==> config.mk <==
export PLATFORM = sky130hd
export DESIGN_NAME = enc83_seq
export DESIGN_NICKNAME = d
export VERILOG_FILES = /design/src/rtl/enc83_seq.sv
export SDC_FILE = /design/constraint.sdc
export NUM_CORES = 1
export LEC_CHECK = 0
export BUFFER_PORTS_ARGS = -buffer_cell sky130_fd_sc_hd__buf_2
export CORE_MARGIN = 2
export CORE_UTILIZATION = 55
export CTS_CLUSTER_SIZE = 30
export DETAILED_ROUTE_END_ITERATION = 8
export GPL_ROUTABILITY_DRIVEN = 0
export PLACE_DENSITY = 0.83
export SYNTH_ARGS = -nofsm -noshare
export SYNTH_HDL_FRONTEND = slang
export SYNTH_SLANG_ARGS = --single-unit
==> constraint.sdc <==
create_clock -name clk -period 5.2 [get_ports clk]
set_input_delay 0.52 -clock clk [delete_from_list [all_inputs] [get_ports clk]]
set_output_delay 0.52 -clock clk [all_outputs]
set_load 0.05 [all_outputs]
==> src/rtl/enc83_seq.sv <==
// Sequential 8-to-3 encoder: captures a request vector on load and emits the index
// of every set bit, one per handshake, in priority order, then pulses done.
module enc83_seq #(
    parameter bit HIGH_FIRST = 1'b0
) (
    input  logic       clk,
    input  logic       rst,
    input  logic       en,
    input  logic       load,
    input  logic [7:0] in,
    output logic [2:0] out,
    output logic       out_valid,
    input  logic       out_ready,
    output logic       busy,
    output logic       done,
    output logic       none
);

    localparam int unsigned VEC_W = 8;
    localparam int unsigned IDX_W = 3;

    typedef enum logic [1:0] {
        IDLE = 2'd0,
        SCAN = 2'd1,
        DONE = 2'd2
    } state_t;

    state_t             state_q, state_d;
    logic [VEC_W-1:0]   pend_q, pend_d;
    logic               none_q, none_d;
    logic [IDX_W-1:0]   idx;
    logic [VEC_W-1:0]   idx_mask;

    // Priority encode of the pending bits; the winning end depends on HIGH_FIRST.
    always_comb begin
        idx = '0;
        if (HIGH_FIRST) begin
            for (int i = 0; i < int'(VEC_W); i++) begin
                if (pend_q[i]) idx = IDX_W'(i);
            end
        end else begin
            for (int i = int'(VEC_W) - 1; i >= 0; i--) begin
                if (pend_q[i]) idx = IDX_W'(i);
            end
        end
    end

    assign idx_mask = VEC_W'(1) << idx;

    always_ff @(posedge clk or posedge rst) begin
        if (rst) begin
            state_q <= IDLE;
            pend_q  <= '0;
            none_q  <= 1'b0;
        end else begin
            state_q <= state_d;
            pend_q  <= pend_d;
            none_q  <= none_d;
        end
    end

    // Next-state logic; nothing advances while en is low.
    always_comb begin
        state_d = state_q;
        pend_d  = pend_q;
        none_d  = none_q;
        if (en) begin
            unique case (state_q)
                IDLE: begin
                    if (load) begin
                        pend_d  = in;
                        none_d  = (in == '0);
                        state_d = (in == '0) ? DONE : SCAN;
                    end
                end
                SCAN: begin
                    if (out_ready) begin
                        pend_d = pend_q & ~idx_mask;
                        if ((pend_q & ~idx_mask) == '0) state_d = DONE;
                    end
                end
                DONE: begin
                    none_d  = 1'b0;
                    state_d = IDLE;
                end
                default: begin
                    state_d = IDLE;
                    pend_d  = '0;
                    none_d  = 1'b0;
                end
            endcase
        end
    end

    // Handshake and status outputs decode the registered state; en gates the pulses.
    always_comb begin
        out       = idx;
        out_valid = 1'b0;
        busy      = 1'b0;
        done      = 1'b0;
        none      = 1'b0;
        if (state_q != IDLE) busy = 1'b1;
        if (en && state_q == SCAN) out_valid = 1'b1;
        if (en && state_q == DONE) begin
            done = 1'b1;
            none = none_q;
        end
    end

endmodule
After elaboration in Yosys (flattened, before gate mapping)
Index checks and enable logic that the tools add are counted.

Add/sub/neg operators: 0. Multiply operators: 0. Divide/modulo/power cells: 0. Order comparisons: 0. Equality and inequality tests: 5. Shifts and indexed selects: 1. Mux-type cells: 22. Bitwise logic cells: 4. Reductions and logical operators: 9.

Operators by type and width (number): 3-bit 2-to-1 mux (8); 8-bit one-hot mux with 3 select lines (1); 8-bit logical NOT (2); 8-bit 2-to-1 mux (2); 8-bit bitwise AND (1); 2-bit 2-to-1 mux (4); 8-bit inverter (1); 4-bit AND reduction (2); 1-bit by 3-bit << shifter with 8-bit output, first input constant (1); 2-bit != test, second input constant (3); 1-bit 2-to-1 mux (5); 2-bit one-hot mux with 2 select lines (1); 3-bit AND reduction (1); 2-bit by 1-bit == test with 1-bit output, second input constant (1); 2-bit == test, second input constant (1); 1-bit logical AND (2); 2-bit logical NOT (1); 1-bit inverter (2); 1-bit one-hot mux with 2 select lines (1); 2-bit nonzero test (1).

Flip-flop bits (word level): 11. Latch bits: 0. Memory bits (writable): 0. Bits in read-only memories: 0. Input bits: 13. Output and inout bits: 7. Word-level logic and storage cells: 44. Memories kept: 0.

Logic depth before layout (Yosys ltp)
Depth after elaboration: 15. Mapped depth: 6. Mapped depth without buffers: 5.

Worst setup path before layout
Ideal clock, no wire load.

Path type: flip-flop to output port. Start point: register state_q[0]. End point: output none. Arrival time: 1.839 ns. Data required time: 4.680 ns. Path slack: 2.841 ns. Stages on the path, launching flop included: 4. Path buffers: 1. Cells stage by stage: dfrtp_1 -> clkbuf_1 -> nor2_1 -> and2_1.

Cells in the longest elaborated chain, start to end: 3.

Ends and longest elaborated chain: from (decl) (RTL line 28) `state_t state_q, state_d;`; from (signal assigned) (RTL line 56) `state_q <= state_d;`; 2-bit == test (RTL line 104) `if (en && state_q == DONE) begin`; 1-bit logical AND (RTL line 104); 1-bit 2-to-1 mux (RTL line 104); to (decl) (RTL line 16) `output logic none`.

Every way passes these cells.

Worst setup path after layout
Start point: register pend_q[2]. End point: output out[2].

Cells in the longest elaborated chain, start to end: 3.

Ends and longest elaborated chain: from (decl) (RTL line 29) `logic [VEC_W-1:0] pend_q, pend_d;`; from (signal assigned) (RTL line 57) `pend_q <= pend_d;`; 3-bit 2-to-1 mux (3 in series) (RTL line 43) `if (pend_q[i]) idx = IDX_W'(i);`; to (decl) (RTL line 11) `output logic [2:0] out,`.

Every way passes these cells.

==> results.tsv <==
metric	value	unit
r2r endpoint	state_q[0]	
Worst R2R Setup Slack	3230	ps
post-synth top area share	0.3448	
area of the multi-input gates	474.2	µm²
sequential cell area fraction in the yosys report	0.3448	
Syn. warnings	0	
Final HPWL DP	1412	µm
CTS buffer count	3	
Placed Area	897.1	µm²
drt wl/cell	14.43	µm
row cnt	13	
I/O Buffers	19	
aggregate global-route resource usage	0.2424	
# Post-CTS Setup Buffers	0	
outcome	finished clean	
die extent in x	42.10	µm
Slew HR	0.6425	
startpoint types	flip-flop	
core footprint	1334	µm²
Post-Syn Instances	99	
FF-to-FF Start	pend_q[2]	
Die ar.	1772	µm²
peak per-stage delay on the critical path	610	ps
Worst Skew	10.33	ps
worst setup path end	out[2]	
Via Count	803	
WP data arrival	1750	ps
Peak supply drop	345.9	µV
die height	42.10	µm
WL final	1905	µm
Top FF cell, synth	dfrtp_1	
syn_area_per_cell	8.063	µm²
RSZ-0062 raised after global routing	no	
CP max FO	8	
placed cell count	128	
first-pass GRT wire length	3360	µm
post_cts resized	0	
Min-Delay Path Class	in2async	
worst skew pair latency	280	ps
vias in the first global route	759	
Slew @ Worst Pin	536.3	ps
synthesized area	798.3	µm²
largest area contributor in the netlist	dfrtp_1	
top cells by area, synth	dfrtp_1 (34%), o21ai_0 (6.9%), nor2_1 (6.1%)	
total of fill cells in the finished design	116	
flop and latch count out of synthesis	11	
Initial Utilization	0.5985	
register area	275.3	µm²
cells along the critical path	or4_4 -> a21oi_1 -> buf_2	
Slew Viols, Final	0	
# diodes	0	
number of synthesized flops with an enable pin	0	
leakage	0.0004016	µW
critical path depth	3	
final setup TNS	0	ps
async set-reset flop share out of synthesis	1.000	
Detailed Route Iter0 Violations	17	
CP top delay family	simple AND/OR/NAND/NOR gates	
CP Launch Point	pend_q[2]	
Vias/cell	6.083	
Root Buffer	clkbuf_4	
clk sinks	11	
Netlist cell types	30	
H-tree levels	1	
layout cells sized above 1	0.2479	
CP Capture Type	primary output	
# DRC	0	
register clock-pin slew on the reported worst setup and hold paths	90	ps
initial antenna violation count	0	
largest net degree at the start of global routing	19	
Final ANT Viol Nets	0	
slowest CP cell	or4_4	
fmax	441.2	MHz
cts hold-fix bufs	0	
Longest Clk Path Bufs	2	
Final setup viols	0	
fin crit period	2266	ps
worst r2r path cells	4	
Final Cell Area	924.6	µm²
Tcrit/Tclk final	0.4359	
Hold WS	219.6	ps
Syn Nets	112	
Crit path required time	4680	ps
Setup CP Type	reg2out	
Max Cap Violations	0	
IO Pins	20	
Final #Nets	131	
WP buf/inv	1	
area growth from synthesis to layout	15.83	%
final cell count without fillers	132	
PwrDens	717.2	nW/µm²
First-pass DRT Iterations	4	
GRT overflow	0	
final-report hold violation count	0	
CTS tree	yes	
-- worst min path at each step --
stage / start / endpoint / slack [ps]
5_1_grt: rst / pend_q[0] / 260
6_report: rst / state_q[1] / 220
3_3_place_gp: none_q / none_q / 480
4_1_cts: rst / pend_q[0] / 230
3_5_place_dp: none_q / none_q / 490
2_1_floorplan: rst / none_q / 370
-- cell usage in the layout (no fill, tap or decap), drive strengths merged --
master    n
a22oi     6
a21oi     8
nand2b    2
and2      2
a21o      1
inv       7
o21ai    12
mux2i     1
o31ai     2
a2111oi   2
o22ai     2
clkbuf    3
nor2     13
or4       4
clkinv    1
a221o     2
or2       2
buf      20
nor3      3
nor3b     2
a22o      1
a31oi     2
o2bb2ai   1
nor2b     3
dfrtp    11
nor4      1
nand2     3
-- synthesized netlist by cell type, types with 2 or more instances --
library cell,instances
clkbuf_1,6
nor3b_1,2
inv_1,7
or4_1,3
nor2_1,13
a21oi_1,8
a31oi_1,2
dfrtp_1,11
nor3_1,3
o21ai_0,11
nand2_1,3
nand2b_1,2
o22ai_1,2
and2_1,2
a22oi_1,6
a221o_1,2
nor2b_1,3
-- per-layer routing --
metal | wire, µm | vias up | share of wire | track usage
met4 | 29 | 0 | 0.015 | 0.08750
met5 | 0 | - | 0 | 0
met2 | 899 | 18 | 0.47 | 0.3875
met3 | 71 | 6 | 0.037 | 0.04741
met1 | 903 | 377 | 0.47 | 0.3245
li1 | - | 402 | - | -
-- sequential cells by signal (all words and copies together) (netlist names) --
register and count:
none_q 1, pend_q 8, state_q 2
-- power breakdown --
group          switching [µW]  total, µW  internal [µW]  leakage [µW]
sequential               87.2        208            121      0.000139
combinational             246        392            146      0.000245
clock                    34.3       62.8           28.5     0.0000177
-- metrics by stage --
stage | total power (µW) | setup slack, ps | util
after detailed placement | 597.1 | 3234 | 0.6726
after global routing | 715.9 | 2848 | 0.6932
after global placement | 594.8 | 3241 | 0.6726
after CTS | 661.2 | 2938 | 0.6932
after floorplan | 516.1 | 2841 | -
final | 663.1 | 2934 | 0.6932
-- cell families (layout without fill, tap and decap cells) --
group                  after synthesis  after routing  synth area share
AOI/OAI and AO/OA                   39             39            0.3480
buffers and inverters               13             31           0.06113
DFF                                 11             11            0.3448
muxes                                1              1           0.01254
and+or+nand+nor                     35             35            0.2335
-- layout make-up --
class | count | area share
multi-input cells | 75 | 0.5129
flip-flops and latches | 11 | 0.2977
repair buffers | 20 | 0.1110
inverters | 7 | 0.02842
clock buffers | 3 | 0.02436
well taps | 15 | 0.02030
clock inverters | 1 | 0.005413
(Power assumes the default switching activity.)
